**config.mk**
```make
export PLATFORM = sky130hd
export DESIGN_NAME = scanchain_driver
export DESIGN_NICKNAME = d
export VERILOG_FILES = /design/src/rtl/scanchain_pkg.sv /design/src/rtl/scanchain_driver_scan_clk_gen.sv /design/src/rtl/scanchain_driver.sv
export SDC_FILE = /design/constraint.sdc
export NUM_CORES = 1
export LEC_CHECK = 0
export CELL_PAD_IN_SITES_DETAIL_PLACEMENT = 1
export CELL_PAD_IN_SITES_GLOBAL_PLACEMENT = 1
export CORE_ASPECT_RATIO = 0.7
export CORE_UTILIZATION = 43
export CTS_CLUSTER_SIZE = 14
export DETAILED_ROUTE_END_ITERATION = 12
export GPL_TIMING_DRIVEN = 0
export PLACE_DENSITY = 0.88
export SYNTH_ARGS = -nofsm -noshare
export SYNTH_HDL_FRONTEND = slang
export SYNTH_SLANG_ARGS = --single-unit
```
**constraint.sdc**
```tcl
create_clock -name clk_in -period 3.4 [get_ports clk_in]
set_clock_uncertainty 0.15 [all_clocks]
set_input_delay 1.02 -clock clk_in [delete_from_list [all_inputs] [get_ports clk_in]]
set_output_delay 1.02 -clock clk_in [all_outputs]
set_load 0.1 [all_outputs]
```
**src/rtl/scanchain_pkg.sv**
```systemverilog
// Shared types and width helpers for the scan-chain master.
package scanchain_pkg;

   typedef enum logic [2:0] {
      StIdle,
      StCapture,
      StShift,
      StLatch,
      StResp
   } state_e;

   // Counter width for a modulus of n, never narrower than one bit.
   function automatic int unsigned cnt_width(input int unsigned n);
      return (n <= 2) ? 1 : $clog2(n);
   endfunction

endpackage

```
**src/rtl/scanchain_driver_scan_clk_gen.sv**
```systemverilog
// Scan-clock divider: CLK_DIV clocks low, then CLK_DIV clocks high, restartable per state.
module scan_clk_gen
   import scanchain_pkg::*;
#(
   parameter int unsigned CLK_DIV = 2
) (
   input  logic clk,
   input  logic rst,
   input  logic run,
   input  logic restart,
   output logic scan_clk,
   output logic fall_stb,
   output logic sample_stb,
   output logic half_done,
   output logic cycle_done
);

   localparam int unsigned DivW = cnt_width(CLK_DIV);
   localparam logic [DivW-1:0] DivLast = DivW'(CLK_DIV - 1);

   logic [DivW-1:0] div_q;
   logic            phase_q;

   always_ff @(posedge clk) begin
      if (rst || restart || !run) begin
         div_q   <= '0;
         phase_q <= 1'b0;
      end else if (div_q == DivLast) begin
         div_q   <= '0;
         phase_q <= ~phase_q;
      end else begin
         div_q <= div_q + DivW'(1);
      end
   end

   // The last high clock ends the cycle; its edge also starts the next low phase.
   assign scan_clk   = phase_q;
   assign sample_stb = run && phase_q && (div_q == DivLast);
   assign fall_stb   = sample_stb;
   assign cycle_done = sample_stb;
   assign half_done  = run && !phase_q && (div_q == DivLast);

endmodule

```
**src/rtl/scanchain_driver.sv**
```systemverilog
// Scan-chain master: shifts a parallel word through the chain and returns the word shifted out.
module scanchain_driver
   import scanchain_pkg::*;
#(
   parameter int unsigned SCAN_LENGTH = 8,
   parameter int unsigned CLK_DIV     = 2,
   parameter int unsigned LATCH_EN    = 1
) (
   input  logic                   clk_in,
   input  logic                   reset_in,
   input  logic [SCAN_LENGTH-1:0] tx_data,
   input  logic                   tx_capture,
   input  logic                   tx_valid,
   output logic                   tx_ready,
   output logic [SCAN_LENGTH-1:0] rx_data,
   output logic                   rx_valid,
   input  logic                   rx_ready,
   output logic                   busy,
   output logic                   scan_clk_out,
   output logic                   scan_data_out,
   output logic                   scan_select_out,
   output logic                   latch_enable_out,
   input  logic                   scan_data_in
);

   localparam int unsigned BitW = $clog2(SCAN_LENGTH + 1);
   localparam logic [BitW-1:0] BitLast = BitW'(SCAN_LENGTH - 1);
   localparam logic [BitW-1:0] BitMax  = BitW'(SCAN_LENGTH);

   state_e                 state_q, state_d;
   logic [SCAN_LENGTH-1:0] tx_sr_q, tx_sr_d, rx_sr_q, rx_sr_d, rx_data_q, rx_data_d;
   logic [BitW-1:0]        bit_cnt_q, bit_cnt_d;
   logic                   data_q, data_d, sel_q, sel_d, latch_q, latch_d;
   logic                   rx_valid_q, rx_valid_d, tx_ready_q, tx_ready_d, busy_q, busy_d;
   logic                   run, restart, fall_stb, sample_stb, half_done, cycle_done;
   logic                   last_bit;

   assign run      = state_q inside {StCapture, StShift, StLatch};
   assign restart  = (state_d != state_q);
   assign last_bit = (bit_cnt_q == BitLast);

   scan_clk_gen #(
      .CLK_DIV(CLK_DIV)
   ) u_clk_gen (
      .clk       (clk_in),
      .rst       (reset_in),
      .run       (run),
      .restart   (restart),
      .scan_clk  (scan_clk_out),
      .fall_stb  (fall_stb),
      .sample_stb(sample_stb),
      .half_done (half_done),
      .cycle_done(cycle_done)
   );

   always_comb begin
      state_d   = state_q;
      tx_sr_d   = tx_sr_q;
      rx_sr_d   = rx_sr_q;
      rx_data_d = rx_data_q;
      bit_cnt_d = bit_cnt_q;
      data_d    = data_q;
      sel_d     = sel_q;
      latch_d   = latch_q;
      unique case (state_q)
         StIdle: begin
            if (tx_valid && tx_ready_q) begin
               bit_cnt_d = '0;
               if (tx_capture) begin
                  state_d = StCapture;
                  tx_sr_d = tx_data;
                  sel_d   = 1'b1;
                  data_d  = 1'b0;
               end else begin
                  // Scan clock is already low, so the first bit goes out immediately.
                  state_d = StShift;
                  tx_sr_d = {tx_data[SCAN_LENGTH-2:0], 1'b0};
                  data_d  = tx_data[SCAN_LENGTH-1];
               end
            end
         end
         StCapture: begin
            if (fall_stb) begin
               sel_d   = 1'b0;
               data_d  = tx_sr_q[SCAN_LENGTH-1];
               tx_sr_d = {tx_sr_q[SCAN_LENGTH-2:0], 1'b0};
            end
            if (cycle_done) state_d = StShift;
         end
         StShift: begin
            if (sample_stb) rx_sr_d = {rx_sr_q[SCAN_LENGTH-2:0], scan_data_in};
            if (cycle_done && (bit_cnt_q != BitMax)) bit_cnt_d = bit_cnt_q + BitW'(1);
            if (fall_stb) begin
               data_d  = last_bit ? 1'b0 : tx_sr_q[SCAN_LENGTH-1];
               tx_sr_d = {tx_sr_q[SCAN_LENGTH-2:0], 1'b0};
            end
            if (cycle_done && last_bit) begin
               state_d = (LATCH_EN != 0) ? StLatch : StResp;
               latch_d = (LATCH_EN != 0);
            end
         end
         StLatch: begin
            if (half_done) begin
               state_d = StResp;
               latch_d = 1'b0;
            end
         end
         StResp: begin
            if (!rx_valid_q) rx_data_d = rx_sr_q;
            if (rx_valid_q && rx_ready) state_d = StIdle;
         end
         default: state_d = StIdle;
      endcase
   end

   assign rx_valid_d = (state_q == StResp) && !(rx_valid_q && rx_ready);
   assign tx_ready_d = (state_d == StIdle);
   assign busy_d     = (state_d != StIdle);

   always_ff @(posedge clk_in) begin
      if (reset_in) begin
         state_q    <= StIdle;
         tx_sr_q    <= '0;
         rx_sr_q    <= '0;
         rx_data_q  <= '0;
         bit_cnt_q  <= '0;
         data_q     <= 1'b0;
         sel_q      <= 1'b0;
         latch_q    <= 1'b0;
         rx_valid_q <= 1'b0;
         tx_ready_q <= 1'b1;
         busy_q     <= 1'b0;
      end else begin
         state_q    <= state_d;
         tx_sr_q    <= tx_sr_d;
         rx_sr_q    <= rx_sr_d;
         rx_data_q  <= rx_data_d;
         bit_cnt_q  <= bit_cnt_d;
         data_q     <= data_d;
         sel_q      <= sel_d;
         latch_q    <= latch_d;
         rx_valid_q <= rx_valid_d;
         tx_ready_q <= tx_ready_d;
         busy_q     <= busy_d;
      end
   end

   assign tx_ready         = tx_ready_q;
   assign busy             = busy_q;
   assign rx_valid         = rx_valid_q;
   assign rx_data          = rx_data_q;
   assign scan_data_out    = data_q;
   assign scan_select_out  = sel_q;
   assign latch_enable_out = latch_q;

endmodule

```
# [Yosys cells after proc, flatten, opt, wreduce, memory -nomap -nowiden]
# Index checks and enable logic that the tools add are counted.
[op_classes] div_mod_pow=0 n_eq_ne=15 n_reduce_logical=32 addsub=2 shift=0 order_cmp=0 multipliers=0 n_mux=27 n_bitwise=2
[ops] op="$mux W8" count=3
[ops] op="$pmux W8 S2" count=1
[ops] op="$mux W3" count=5
[ops] op="$pmux W3 S5" count=1
[ops] op="$mux W1" count=10
[ops] op="$ne A2 B2 Y1 const B" count=5
[ops] op="$logic_and A1 B1 Y1" count=9
[ops] op="$reduce_and A3 Y1" count=3
[ops] op="$reduce_bool A3 Y1" count=3
[ops] op="$mux W4" count=2
[ops] op="$pmux W4 S2" count=1
[ops] op="$reduce_and A4 Y1" count=2
[ops] op="$reduce_bool A2 Y1" count=4
[ops] op="$eq A3 B2 Y1 const B" count=2
[ops] op="$logic_not A3 Y1" count=2
[ops] op="$ne A2 B1 Y1 const B" count=3
[ops] op="$add A4 B1 Y4 const B" count=1
[ops] op="$eq A4 B3 Y1 const B" count=1
[ops] op="$ne A4 B4 Y1 const B" count=1
[ops] op="$pmux W1 S2" count=2
[ops] op="$reduce_and A2 Y1" count=2
[ops] op="$reduce_or A2 Y1" count=2
[ops] op="$eq A3 B1 Y1 const B" count=1
[ops] op="$eq A3 B3 Y1 const B" count=1
[ops] op="7 further kinds" count=11
[word_totals] mem_bits_rw=0 romBits=0 n_memories=0 register_bits=39 latchBits=0

# [Depth between registers and ports, before layout]
# Gate-level depths: netlist of run 1.
[logic_depth] ltp_word=11 ltp_mapped=6 depth_no_buf=6

# [By module]
# From an unflattened synthesis of run 1, not the netlist that was laid out.
[unflattened] hier_cells=215 hier_area_um2=1909.3
[by_module_without_submodules] module="scanchain_driver" instances=1 area_per_inst_um2=1814.2 cells_per_inst=204
[by_module_without_submodules] module="scan_clk_gen" instances=1 area_per_inst_um2=95.1 cells_per_inst=11

# [Worst setup path before layout of run 1]
# Ideal clock, no wire load.
[synth_path] path_type="register to register" from="register u_clk_gen.phase_q (netlist: u_clk_gen.scan_clk)" to="register data_q (netlist: scan_data_out)" arrival_ns=2.059 setup_ns=0.134 path_slack_ns=1.058 path_buffers=2 required_time_ns=3.116 stages_incl_launch_ff=7 cell_sequence="dfxtp_1 buf_2 nand2_1 or3_1 buf_6 a32oi_1 a211oi_1"
[synth_between] elab_chain_cells=4
[synth_lines] item="from (decl)" line_no="scanchain_driver_scan_clk_gen.sv:22" rtl="logic phase_q;"
[synth_lines] item="from (signal assigned)" line_no="scanchain_driver_scan_clk_gen.sv:30" rtl="phase_q <= ~phase_q;"
[synth_lines] item="$logic_and A1 B1 Y1 * (2 in a row)" line_no="scanchain_driver_scan_clk_gen.sv:38" rtl="assign sample_stb = run && phase_q && (div_q == DivLast);"
[synth_lines] item="$ne A2 B2 Y1 (no source line)"
[synth_lines] item="$reduce_and A4 Y1 (no source line) *"
[synth_lines] item="to (signal assigned)" line_no="scanchain_driver.sv:139" rtl="data_q <= data_d;"
[synth_lines] item="to (decl)" line_no="scanchain_driver.sv:33" rtl="logic data_q, data_d, sel_q, sel_d, latch_q, latch_d;"
# Every way passes the cells marked *; elsewhere a longest branch is shown, timed or not.
# A chain may end at the register's enable or synchronous reset.

# [Worst setup path in the final report of run 1]
[layout_path] from="register rx_valid_q (netlist: rx_valid)" to="output rx_valid"
[layout_lines] item="from (decl)" line_no="scanchain_driver.sv:34" rtl="logic rx_valid_q, rx_valid_d, tx_ready_q, tx_ready_d, busy_q, busy_d;"
[layout_lines] item="from (signal assigned)" line_no="scanchain_driver.sv:142" rtl="rx_valid_q <= rx_valid_d;"
[layout_lines] item="to (decl)" line_no="scanchain_driver.sv:16" rtl="output logic rx_valid,"
# No word-level cell between the ends.

==> results of run 1 <==
## final cells by class
type | instances | area, µm²
clock buffer | 6 | 82.6
clock inverter | 2 | 35.0
timing repair buffer | 27 | 270
inverter | 3 | 11.3
multi-input combinational | 144 | 937
sequential | 39 | 781
buffer | 16 | 93.8
fill | 472 | 1720
tap | 52 | 65.1
## routing by layer
layer,share of wire,vias to the layer above,wire length (µm)
li1,-,786,-
met4,0.0091,0,46
met1,0.50,796,2540
met2,0.45,40,2250
met5,0,-,0
met3,0.041,6,205
## Yosys cell counts (2+ instances only)
library cell / instances
o21ai_0: 10
xnor2_1: 4
nand2b_1: 3
ha_1: 2
buf_2: 6
nor2_1: 18
and3b_1: 2
buf_6: 3
nand3_1: 9
nor3_1: 6
nand4_1: 2
a41oi_1: 2
clkbuf_1: 5
mux2i_1: 16
nand2_1: 19
a21oi_1: 22
inv_1: 3
o221ai_1: 7
dfxtp_1: 39
## logic make-up after synthesis
family	synth area share
buffers and inverters	0.0577
AND/OR/NAND/NOR	0.216
AO/OA/AOI/OAI	0.158
multiplexers	0.0878
adder cells (fa/ha/maj)	0.0137
flip-flops	0.428
XOR/XNOR	0.0391
## power by group through the flow
stage	Clock, mW	Combinational (mW)	Sequential (mW)
floorplan	0	0.0987	0.540
detailed placement	0	0.195	0.498
global route	0.429	0.216	0.490
CTS	0.408	0.201	0.488
finish	0.406	0.202	0.488
global placement	0	0.193	0.497
## registers in the layout, indices dropped and copies added, names as in the netlist, 3 cells and up
signal / count
bit_cnt_q: 4
rx_data: 8
rx_sr_q: 8
state_q: 3
tx_sr_q: 8
## worst max-delay path by stage
| stage | slack [ps] | end | cells past startpoint |
|---|---|---|---|
| floorplan | 1060 | scan_data_out | 6 |
| global placement | 720 | rx_valid | 1 |
| detailed placement | 720 | rx_valid | 1 |
| CTS | 390 | rx_valid | 1 |
| global route | 370 | rx_valid | 1 |
| finish | 400 | rx_valid | 1 |
## through the flow
step | utilization | total power [mW] | cell area [µm²] | hold WS [ps]
6_report | 0.570 | 1.10 | 2280 | 311
5_1_grt | 0.570 | 1.14 | 2280 | 345
4_1_cts | 0.570 | 1.10 | 2280 | 316
3_5_place_dp | 0.540 | 0.693 | 2160 | 305
3_3_place_gp | 0.540 | 0.690 | 2160 | 294
2_1_floorplan | - | 0.638 | 1820 | 281
==> results.rst, run 1 <==
.. list-table::
   :header-rows: 1

   * - Metric
     - Value
   * - Run status
     - completed
   * - Cell types with the largest area share after synthesis
     - dfxtp_1 (43%), mux2i_1 (8.8%), a21oi_1 (6.0%)
   * - Final Cycle Share
     - 0.883
   * - Maximum number of pins on one net before global-route repair
     - 13
   * - Final worst path period need
     - approximately 3000 ps
   * - First DRT Iteration DRCs
     - 42
   * - Worst-case vdd ir drop
     - 0.268 mV
   * - Finished Layout Cells
     - 289
   * - Clock transition at the registers of the reported paths
     - approximately 70 ps
   * - Count of mapped cells out of synthesis
     - ~200
   * - PnR worst setup slack
     - 399 ps
   * - ANT nets after route
     - 0
   * - Class of the most critical setup path
     - reg2out
   * - IO Port Bufs
     - 27
   * - Remaining design rule violation count
     - 0
   * - Number of diodes
     - 0
   * - Sum of negative setup slack
     - 0 ps
   * - Number of rows in the core area
     - 19
   * - Syn Area/Cell
     - 9.02 µm²
   * - Global-route usage over all layers
     - 0.243
   * - Cell Int Power
     - 0.785 mW
   * - Starting density of the core
     - 0.456
   * - Max frequency
     - 333 MHz
   * - R2R Setup Slk
     - 1580 ps
   * - First-pass DRT Iterations
     - 4
   * - Setup slack at placement
     - around 700 ps
   * - Number of placed I/O pins
     - 29
   * - Clock share of power
     - 0.370
   * - Register bit total from synthesis
     - 39
   * - Least-Margin Pin Slew
     - roughly 1000 ps
   * - Overall via count from detail_route
     - 1628
   * - Maximum root-to-sink buffer count
     - 2
   * - Netlist area before placement
     - between 0.0015 and 0.002 mm²
   * - Hold Violations, Final
     - 0
   * - Number of global-route vias before repair
     - around 1700
   * - Most common cell after layout, fill and taps aside
     - dfxtp_1
   * - Cell total after placement
     - 281
   * - Grt met1 use
     - 0.338
   * - Clock tree from TritonCTS
     - yes
   * - Setup repair after global routing missed its margin
     - false
   * - Number of enable flip-flop cells after synthesis
     - 0
   * - Start point of the critical path
     - rx_valid
   * - Setup violators final
     - 0
   * - Length in cells of the worst reg-to-reg path
     - 6
   * - Worst R2R Start
     - state_q[2]
   * - Worst Hold Launch
     - rx_data[2]
   * - Core area
     - 0.00399 mm²
   * - Hold Crit Depth
     - 2
   * - Buffer count from post-CTS setup fixing
     - 0
   * - Static power due to leakage
     - 0.818 nW
   * - Cell type of the slowest stage on the worst timing path
     - clkdlybuf4s50_1
   * - Total power divided by cell area
     - approximately 480 mW/mm²
   * - Total wire length
     - between 5000 and 6000 µm
   * - Detailed placement HPWL
     - roughly 3300 µm
   * - Leading cell types in the layout, fill and taps excluded
     - dfxtp_1 (39), clkdlybuf4s50_1 (27), a21oi_1 (22)
   * - Met3 layer usage reported by global route
     - 0.0504
   * - Worst reg2reg endpoint
     - tx_sr_q[2]
   * - Slowest stage delay, CP
     - 1150 ps
   * - Average wire length per cell after detail routing
     - about 17 µm
   * - GP Congestion
     - 0.777
   * - Async SR Flop Fraction
     - 0
   * - PostCTS Resize Cnt
     - 0
   * - Fraction of post-synthesis cell area in the top cell type by area
     - 0.428
   * - Switching fraction of total power
     - 0.284
   * - Hold Crit Class
     - reg2reg
   * - Top flip-flop cell by instance count after synthesis
     - dfxtp_1
   * - Max H-tree Level
     - 2
   * - Total overflow reported by the global router
     - 0
   * - Num CTS Buffers
     - 5
   * - Later-pin clock latency in the skew report
     - 290 ps
   * - Distinct cell type count after synthesis
     - 43
   * - Die height
     - 56.5 µm
   * - CP cell instances
     - clkdlybuf4s50_1
   * - # clock sinks
     - 39
   * - Combined buffer and inverter count along the critical path
     - 1
   * - Busiest metal layer after global routing
     - met2
   * - Layout Area Growth over Synthesis
     - 24.8%
   * - Routed via count divided by cell count
     - approximately 5.6
   * - Hold EP
     - rx_data[2]
   * - Rel. slew slack
     - 0.333
   * - Sequential share of power
     - 0.445
   * - Startpoint type of the worst setup path
     - register
   * - Synthesized netlist net count
     - between 200 and 250
   * - Cell taking the most area after synthesis
     - dfxtp_1
   * - Count of yosys warnings during synthesis
     - 0
   * - Maximum capacitance violations
     - 0
   * - Worst EP arrival
     - 1830 ps
   * - Type of element capturing the critical path
     - output port
   * - Max Slew Vio Count
     - 0
   * - Critical path peak fanout
     - 4
   * - Met2 usage
     - 0.383
   * - Die area
     - 0.00451 mm²
   * - Root buffer cell
     - clkbuf_8
   * - Portion of total power attributed to combinational logic
     - 0.184
   * - Portion of the post-synthesis area used by sequential elements
     - 0.428
   * - Required time reported for the critical path endpoint
     - 2230 ps
   * - First-pass GRT wire length
     - a little over 8000 µm
   * - Final net count
     - 252
   * - Horizontal die dimension
     - ~80 µm
   * - Share of layout cells above drive strength 1
     - 0.101
   * - Post-cts hold buffer count
     - 0
   * - Top cell family by delay on the critical path
     - buffers and inverters
   * - Number of antenna violations at the first check in global routing
     - 0
   * - Switching power of the nets
     - 0.311 mW
(Power assumes the default switching activity.)
==> inputs of run 2 (changes only) <==
MAX_ROUTING_LAYER = met4   (was default)
==> run 2 against run 1 <==
Total power is 0.15% higher. Combinational power about the same. Critical path depth stayed put. Sequential share of layout area did not move. First-iteration DRC count is 33% higher. Clock power barely moved. Sequential power barely moved. Wire length about the same. Critical endpoint unchanged. Cell count is the same.
==> results.rst, run 2 (synthesis gave the netlist of run 1 again) <==
.. list-table::
   :header-rows: 1

   * - Metric
     - Value
   * - Critical path peak fanout
     - 4
   * - Number of diodes
     - 0
   * - Number of global-route vias before repair
     - between 1500 and 2000
   * - Die area
     - 0.00451 mm²
   * - Type of element capturing the critical path
     - output port
   * - Final Cycle Share
     - 0.883
   * - Sequential share of power
     - 0.445
   * - Start point of the critical path
     - rx_valid
   * - Leading cell types in the layout, fill and taps excluded
     - dfxtp_1 (39), clkdlybuf4s50_1 (27), a21oi_1 (22)
   * - Setup repair after global routing missed its margin
     - false
   * - Layout Area Growth over Synthesis
     - 24.8%
   * - Setup violators final
     - 0
   * - Class of the most critical setup path
     - reg2out
   * - Portion of total power attributed to combinational logic
     - 0.184
   * - CP cell instances
     - clkdlybuf4s50_1
   * - Later-pin clock latency in the skew report
     - approximately 300 ps
   * - Clock transition at the registers of the reported paths
     - 70 ps
   * - Routed via count divided by cell count
     - 5.64
   * - Detailed placement HPWL
     - roughly 3300 µm
   * - Length in cells of the worst reg-to-reg path
     - 6
   * - Startpoint type of the worst setup path
     - register
   * - Final net count
     - 252
   * - Max Slew Vio Count
     - 0
   * - Switching power of the nets
     - roughly 0.31 mW
   * - Num CTS Buffers
     - 5
   * - Final worst path period need
     - 3000 ps
   * - Maximum number of pins on one net before global-route repair
     - 13
   * - WL met3
     - 175 µm
   * - R2R Setup Slk
     - ~1600 ps
   * - Maximum capacitance violations
     - 0
   * - Share of layout cells above drive strength 1
     - 0.101
   * - Hold Violations, Final
     - 0
   * - Rel. slew slack
     - 0.333
   * - Capture point of the critical path
     - rx_valid
   * - Root buffer cell
     - clkbuf_8
   * - Clock share of power
     - 0.371
   * - Slowest stage delay, CP
     - 1150 ps
   * - Total power divided by cell area
     - 482 mW/mm²
   * - Top routing layer used
     - met4
   * - Sum of negative setup slack
     - 0 ps
   * - Core area
     - 0.00399 mm²
   * - Die height
     - 56.5 µm
   * - Remaining design rule violation count
     - 0
   * - First-pass DRT Iterations
     - 4
   * - # clock sinks
     - 39
   * - Max frequency
     - 333 MHz
   * - Global-route usage over all layers
     - 0.250
   * - Starting density of the core
     - 0.456
   * - Routed length on met2
     - around 2300 µm
   * - Total chip power
     - 1.10 mW
   * - First DRT Iteration DRCs
     - 56
   * - Total wire length
     - slightly above 5000 µm
   * - ANT nets after route
     - 0
   * - Combined buffer and inverter count along the critical path
     - 1
   * - Least-Margin Pin Slew
     - about 1000 ps
   * - Worst-case vdd ir drop
     - 0.268 mV
   * - Cell Int Power
     - 0.785 mW
   * - Overall via count from detail_route
     - about 1600
   * - Clock tree from TritonCTS
     - yes
   * - Run status
     - completed
   * - Horizontal die dimension
     - 79.8 µm
   * - Average wire length per cell after detail routing
     - 17.5 µm
   * - Static power due to leakage
     - 0.818 nW
   * - Most common cell after layout, fill and taps aside
     - dfxtp_1
   * - Instance area at placement
     - 0.00216 mm²
   * - PostCTS Resize Cnt
     - 0
   * - Worst R2R Start
     - u_clk_gen.scan_clk
   * - Max H-tree Level
     - 2
   * - Worst EP arrival
     - 1830 ps
   * - Switching fraction of total power
     - 0.285
   * - Hold Crit Class
     - reg2reg
   * - Worst reg2reg endpoint
     - scan_data_out
   * - Number of placed I/O pins
     - 29
   * - Met1 wire length
     - roughly 2600 µm
   * - IO Port Bufs
     - 27
   * - Top cell family by delay on the critical path
     - buffers and inverters
   * - Number of rows in the core area
     - 19
   * - Cell type of the slowest stage on the worst timing path
     - clkdlybuf4s50_1
   * - Total overflow reported by the global router
     - 0
   * - First-pass GRT wire length
     - 8220 µm
   * - Final cell area excluding filler cells
     - 0.00228 mm²
   * - GP Congestion
     - 0.787
   * - Buffer count from post-CTS setup fixing
     - 0
   * - Total stage count of the critical path
     - 1
   * - Required time reported for the critical path endpoint
     - ~2200 ps
   * - Number of antenna violations at the first check in global routing
     - 0
   * - Maximum root-to-sink buffer count
     - 2
   * - Post-cts hold buffer count
     - 0
## run 2: cell counts in the layout (fill, tap and decap cells not counted)
Identical to the previous run, type by type.
## run 2: area by class of cell
cell class                      instances  area [µm²]
Buffer                                 16        93.8
Clock buffer                            6        82.6
Clock inverter                          2        35.0
Fill cell                             472        1720
Inverter                                3        11.3
Multi-Input combinational cell        144         937
Sequential cell                        39         781
Tap cell                               52        65.1
Timing Repair Buffer                   27         270
## run 2: worst min-delay path by stage
stage / from / to / cells after the start
2_1_floorplan: rx_sr_q[7] / rx_data[7] / 2
3_3_place_gp: rx_data[6] / rx_data[6] / 2
3_5_place_dp: rx_data[2] / rx_data[2] / 2
4_1_cts: rx_data[2] / rx_data[2] / 2
5_1_grt: rx_data[5] / rx_data[5] / 2
6_report: rx_data[2] / rx_data[2] / 2
## run 2: layer usage
layer  GRT usage  up-vias
met1       0.338      799
met3      0.0504        7
met2       0.385       37
met5           -        -
met4      0.0612        0
li1            -      787
## run 2: through the flow
stage / hold WS (ps) / std cells / util / setup slack, ps
global placement: 294 / 281 / 0.540 / 717
CTS: 316 / 289 / 0.570 / 388
floorplan: 281 / 202 / - / 1060
global route: 345 / 289 / 0.570 / 367
detailed placement: 305 / 281 / 0.540 / 721
finish: 311 / 289 / 0.570 / 398
## run 2: power groups by stage
stage	sequential (mW)	clock, mW	combinational, mW
5_1_grt	0.490	0.428	0.216
3_3_place_gp	0.497	0	0.193
4_1_cts	0.488	0.408	0.201
6_report	0.488	0.407	0.203
2_1_floorplan	0.540	0	0.0987
3_5_place_dp	0.498	0	0.195
==> variant 1, RTL diff (settings of run 1) <==
`tx_sr_q`, `rx_sr_q` and `rx_data_q` no longer have a reset.
--- a/src/rtl/scanchain_driver.sv
+++ b/src/rtl/scanchain_driver.sv
@@ -120,9 +120,6 @@
    always_ff @(posedge clk_in) begin
       if (reset_in) begin
          state_q    <= StIdle;
-         tx_sr_q    <= '0;
-         rx_sr_q    <= '0;
-         rx_data_q  <= '0;
          bit_cnt_q  <= '0;
          data_q     <= 1'b0;
          sel_q      <= 1'b0;
@@ -132,9 +129,6 @@
          busy_q     <= 1'b0;
       end else begin
          state_q    <= state_d;
-         tx_sr_q    <= tx_sr_d;
-         rx_sr_q    <= rx_sr_d;
-         rx_data_q  <= rx_data_d;
          bit_cnt_q  <= bit_cnt_d;
          data_q     <= data_d;
          sel_q      <= sel_d;
@@ -143,6 +137,12 @@
          tx_ready_q <= tx_ready_d;
          busy_q     <= busy_d;
       end
+   end
+
+   always_ff @(posedge clk_in) begin
+      tx_sr_q   <= tx_sr_d;
+      rx_sr_q   <= rx_sr_d;
+      rx_data_q <= rx_data_d;
    end
 
    assign tx_ready         = tx_ready_q;
Check against the original RTL: no difference found for any inputs over 10 cycles, from zero or initial values and one cycle with reset_in high; that may be too few to reach the edited logic, so the function may still have changed.
==> variant 1 against run 1 <==
- sequential cell count stayed put
- sequential power increased by 11%
- final cell count shrank 19%
- total power increased by 2.0%
- worst setup slack got worse by 160 ps
- routed wire length fell by 15%
- synthesized area fell by 4.7%
- clock power is 5.7% lower
- largest power group unchanged
- cell area down 3.7%
==> variant 1: results (changes against run 1) <==
metric	value	unit	change
synth_edf_count	24		was 0
arrival	2000	ps	was 1830 ps
drt_pass1_iterations	5		was 4
synth.distinct_cells	45		was 43
cp_top_family	buffers and inverters		unchanged
grt_max_degree	14		was 13
yosys_warnings	0		unchanged
worstSkewPairLatency	290	ps	about the same
path_max_fanout	8		was 4
cts_resized	0		unchanged
hold_slack	304	ps	was 311 ps
dpl_cell_area	0.00208	mm²	was 0.00216 mm²
viasPerCell	5.54		was 5.63
finish.net_count	200		was 252
cts.htree.levels	2		unchanged
leakagePower	0.764	nW	was 0.818 nW
status	complete, no violations		unchanged
grt_pass1_wl	6.79	mm	was 8.20 mm
fill_cells	395		was 472
dpl.cell_count	227		was 281
holdPathStages	0		was 2
async_flop_share	0		unchanged
gp_congestion	0.799		was 0.777
drive_gt1_frac	0.141		was 0.101
worst_pin_slew	979	ps	was 998 ps
hold_class	reg -> reg		unchanged
power.density	510	mW/mm²	was 482 mW/mm²
cts_buffer_depth	2		unchanged
hold_start	rx_sr_q[0]$_DFFE_PP_		was rx_data[2]$_SDFFE_PP0P_
wl	4.29	mm	was 5.04 mm
grt_usage	0.224		was 0.243
post_cts_buffers	0		unchanged
slowest_stage	clkdlybuf4s50_1		unchanged
antenna_found_initial	0		unchanged
drt_iter0_drc	93		was 42
io_buffers	28		was 27
synth_top_cells_by_count	edfxtp_1 (24), dfxtp_1 (15), nand2_1 (15)		was dfxtp_1 (39), a21oi_1 (22), nand2_1 (19)
yosys-top-cells-area	edfxtp_1 (41%), dfxtp_1 (17%), mux2i_1 (4.0%)		was dfxtp_1 (43%), mux2i_1 (8.8%), a21oi_1 (6.0%)
ir_worst_vdd	351	µV	was 268 µV
dp_hpwl	3.17	mm	was 3.32 mm
grt_pass1_vias	1337		was 1,686
reg2reg_slack	1210	ps	was 1580 ps
r2r_start	state_q[1]$_SDFF_PP0_		was state_q[2]$_SDFF_PP0_
cts_root_buffer	clkbuf_8		unchanged
cts_made_buffers	5		unchanged
cpPeakStageDelay	1200	ps	was 1150 ps
diodes	0		unchanged
worst-r2r-cell-count	4		was 6
layoutNonFillerInstCount	235		was 289
yosysSeqAreaShare	0.588		was 0.428
hold_end	rx_data[0]$_DFFE_PP_		was rx_data[2]$_SDFFE_PP0P_
reg2reg_to	bit_cnt_q[1]$_SDFFE_PP0P_		was tx_sr_q[2]$_SDFFE_PP0P_
syn_inst	149		was 202
synth_nets	165		was 218
clk_pin_slew_worst_paths	80	ps	
[variant 1: worst reg2reg max path, delay by kind of cell (launching register included)]
family | cells | cell delay (ps)
AOI/OAI and AO/OA | 2 | 410
DFF | 1 | 450
and+or+nand+nor | 2 | 1110
[variant 1: per-stage QoR]
| step | power [mW] | setup slack (ps) |
|---|---|---|
| global route | 1.16 | 175 |
| CTS | 1.13 | 229 |
| global placement | 0.733 | 610 |
| floorplan | 0.684 | 1010 |
| detailed placement | 0.743 | 529 |
| finish | 1.12 | 234 |
[variant 1: worst max path at each step]
stage / slack, ps / from / end
global placement: 610 / u_clk_gen.scan_clk$_SDFFE_PP0P_ / scan_clk_out
global route: 170 / u_clk_gen.scan_clk$_SDFFE_PP0P_ / scan_clk_out
CTS: 230 / u_clk_gen.scan_clk$_SDFFE_PP0P_ / scan_clk_out
detailed placement: 530 / tx_valid / scan_data_out$_SDFFE_PP0P_
floorplan: 1010 / u_clk_gen.scan_clk$_SDFFE_PP0P_ / bit_cnt_q[1]$_SDFFE_PP0P_
finish: 230 / u_clk_gen.scan_clk$_SDFFE_PP0P_ / scan_clk_out
[variant 1: where the power goes]
part / switching [mW] / total (mW) / internal (mW)
clock: 0.165 / 0.383 / 0.218
sequential: 0.0123 / 0.541 / 0.529
combinational: 0.127 / 0.194 / 0.0668
[variant 1: cell type report]
class / count / share of cell area
buffer: 7 / 0.0200
clock buffer: 5 / 0.0314
clock inverter: 3 / 0.0200
inverter: 3 / 0.00514
multi-input combinational: 100 / 0.301
sequential: 39 / 0.466
tap: 50 / 0.0285
timing repair buffer: 28 / 0.128
[variant 1: metal layers]
metal / routed length, µm / vias up / global-route usage
li1: - / 616 / -
met1: 1970 / 641 / 0.261
met2: 2090 / 35 / 0.410
met3: 168 / 9 / 0.0574
met4: 56 / 0 / 0.0926
met5: 0 / - / 0
[variant 1: cells by family (layout without fill, tap and decap cells)]
| family | Yosys count | in the layout | share of synthesized area |
|---|---|---|---|
| buffers and inverters | 10 | 46 | 0.0317 |
| flip-flops | 39 | 39 | 0.588 |
| AO/OA/AOI/OAI | 32 | 32 | 0.125 |
| XOR/XNOR | 2 | 2 | 0.0101 |
| adder cells (fa/ha/maj) | 2 | 2 | 0.0144 |
| AND/OR/NAND/NOR | 57 | 57 | 0.190 |
| multiplexers | 7 | 7 | 0.0403 |
==> variant 2, RTL diff (config.mk and constraints of run 1) <==
Made on the original files. `CLK_DIV` is set to 2 in 2 places; all go to 4.
--- a/src/rtl/scanchain_driver_scan_clk_gen.sv
+++ b/src/rtl/scanchain_driver_scan_clk_gen.sv
@@ -2,7 +2,7 @@
 module scan_clk_gen
    import scanchain_pkg::*;
 #(
-   parameter int unsigned CLK_DIV = 2
+   parameter int unsigned CLK_DIV = 4
 ) (
    input  logic clk,
    input  logic rst,
--- a/src/rtl/scanchain_driver.sv
+++ b/src/rtl/scanchain_driver.sv
@@ -3,7 +3,7 @@
    import scanchain_pkg::*;
 #(
    parameter int unsigned SCAN_LENGTH = 8,
-   parameter int unsigned CLK_DIV     = 2,
+   parameter int unsigned CLK_DIV     = 4,
    parameter int unsigned LATCH_EN    = 1
 ) (
    input  logic                   clk_in,
Check against the original RTL: not equivalent (Yosys sat finds a counterexample within 4 cycles, from zero or initial values and one cycle with reset_in high).
==> variant 2 against run 1 <==
- sequential cell count rose by 1
- cell area decreased by 1.3%
- routed wire length shrank 6.8%
- synthesized area down 0.21%
- total power shrank 6.7%
- worst setup slack worse by 150 ps
- sequential share of layout area grew 1.3 points
- critical endpoint is now scan_clk_out
- highest routed layer unchanged
==> variant 2: results (changes against run 1) <==
metric	value	unit	change
max-slew-margin-rel	0.333		about the same
cts.htree.levels	2		unchanged
multi_input_comb_cells	141		was 144
cts_resized	0		unchanged
cts_made_buffers	5		unchanged
worstSkewPairLatency	290	ps	about the same
leakagePower	0.789	nW	was 0.818 nW
seq_cell_count	40		was 39
final-seq-area	801	µm²	was 781 µm²
buffer_area_frac	0.148		was 0.160
cpPeakStageDelay	1190	ps	was 1150 ps
path_max_fanout	8		was 4
dpl_cell_area	0.00215	mm²	was 0.00216 mm²
finish.net_count	253		was 252
clk_share	0.0412		was 0.0517
gp_congestion	0.769		was 0.777
status	complete, no violations		unchanged
fill_cells	493		was 472
multi_input_area	922	µm²	was 937 µm²
grt_pass1_wl	7.78	mm	was 8.20 mm
drt_iter0_drc	65		was 42
diodes	0		unchanged
synth_edf_count	0		unchanged
synth-main-ff-cell	dfxtp_1		unchanged
yosys-top-cells-area	dfxtp_1 (44%), mux2i_1 (8.3%), nand2_1 (7.0%)		was dfxtp_1 (43%), mux2i_1 (8.8%), a21oi_1 (6.0%)
viasPerCell	5.40		was 5.63
synth.distinct_cells	42		was 43
inverters_excl_clock	9		was 3
ir_worst_vdd	281	µV	was 268 µV
dp_hpwl	3.53	mm	was 3.32 mm
drt_pass1_iterations	5		was 4
syn_area	0.00182	mm²	about the same
grt_pass1_vias	1577		was 1,686
synth_nets	219		was 218
yosysSeqAreaShare	0.440		was 0.428
wire_per_inst	16.3	µm	was 17.4 µm
signal_buffers	39		was 43
cts_root_buffer	clkbuf_8		unchanged
grt_usage	0.229		was 0.243
drive_gt1_frac	0.127		was 0.101
yosys_warnings	0		unchanged
arrival	1980	ps	was 1830 ps
synth_top_cells_by_count	dfxtp_1 (40), nand2_1 (34), mux2i_1 (15), nor2_1 (15), a21oi_1 (12)		was dfxtp_1 (39), a21oi_1 (22), nand2_1 (19)
## variant 2: cells by family (layout without fill, tap and decap cells)
logic type | after synthesis | count (layout) | share of synthesized area
AND/OR/NAND/NOR | 80 | 80 | 0.215
flip-flops | 40 | 40 | 0.440
AO/OA/AOI/OAI | 30 | 30 | 0.116
multiplexers | 23 | 23 | 0.132
buffers and inverters | 21 | 56 | 0.0530
XOR/XNOR | 5 | 5 | 0.0241
adder cells (fa/ha/maj) | 3 | 3 | 0.0206
## variant 2: layer usage
metal | routed length (µm) | GRT usage | vias up
met3 | 213 | 0.0537 | 8
li1 | - | - | 770
met5 | 0 | 0 | -
met2 | 2180 | 0.361 | 39
met1 | 2240 | 0.314 | 743
met4 | 59 | 0.0587 | 0
## variant 2: through the flow
step            util  hold WS, ps  setup WS, ps  std cells
2_1_floorplan      -          254          1160        202
3_3_place_gp   0.539          267           524        281
3_5_place_dp   0.539          282           525        281
4_1_cts        0.563          293           238        289
5_1_grt        0.563          310           155        289
6_report       0.563          284           248        289
## variant 2: worst paths after layout
kind / slack, ps / end / cells after the start / startpoint
worst max-delay path: 250 / scan_clk_out / 1 / u_clk_gen.scan_clk$_SDFFE_PP0N_
worst min-delay path: 280 / u_clk_gen.div_q[0]$_SDFF_PP0_ / 1 / u_clk_gen.div_q[0]$_SDFF_PP0_
worst max register to register: 1460 / tx_sr_q[2]$_SDFFE_PP0P_ / 6 / state_q[0]$_SDFF_PP0_
worst min register to register: 280 / u_clk_gen.div_q[0]$_SDFF_PP0_ / 1 / u_clk_gen.div_q[0]$_SDFF_PP0_
## variant 2: power by group
group          switching (mW)  internal, mW  total, mW  leakage, nW
sequential            0.00929         0.488      0.497        0.324
clock                   0.165         0.162      0.327       0.0510
combinational           0.125        0.0738      0.199        0.413
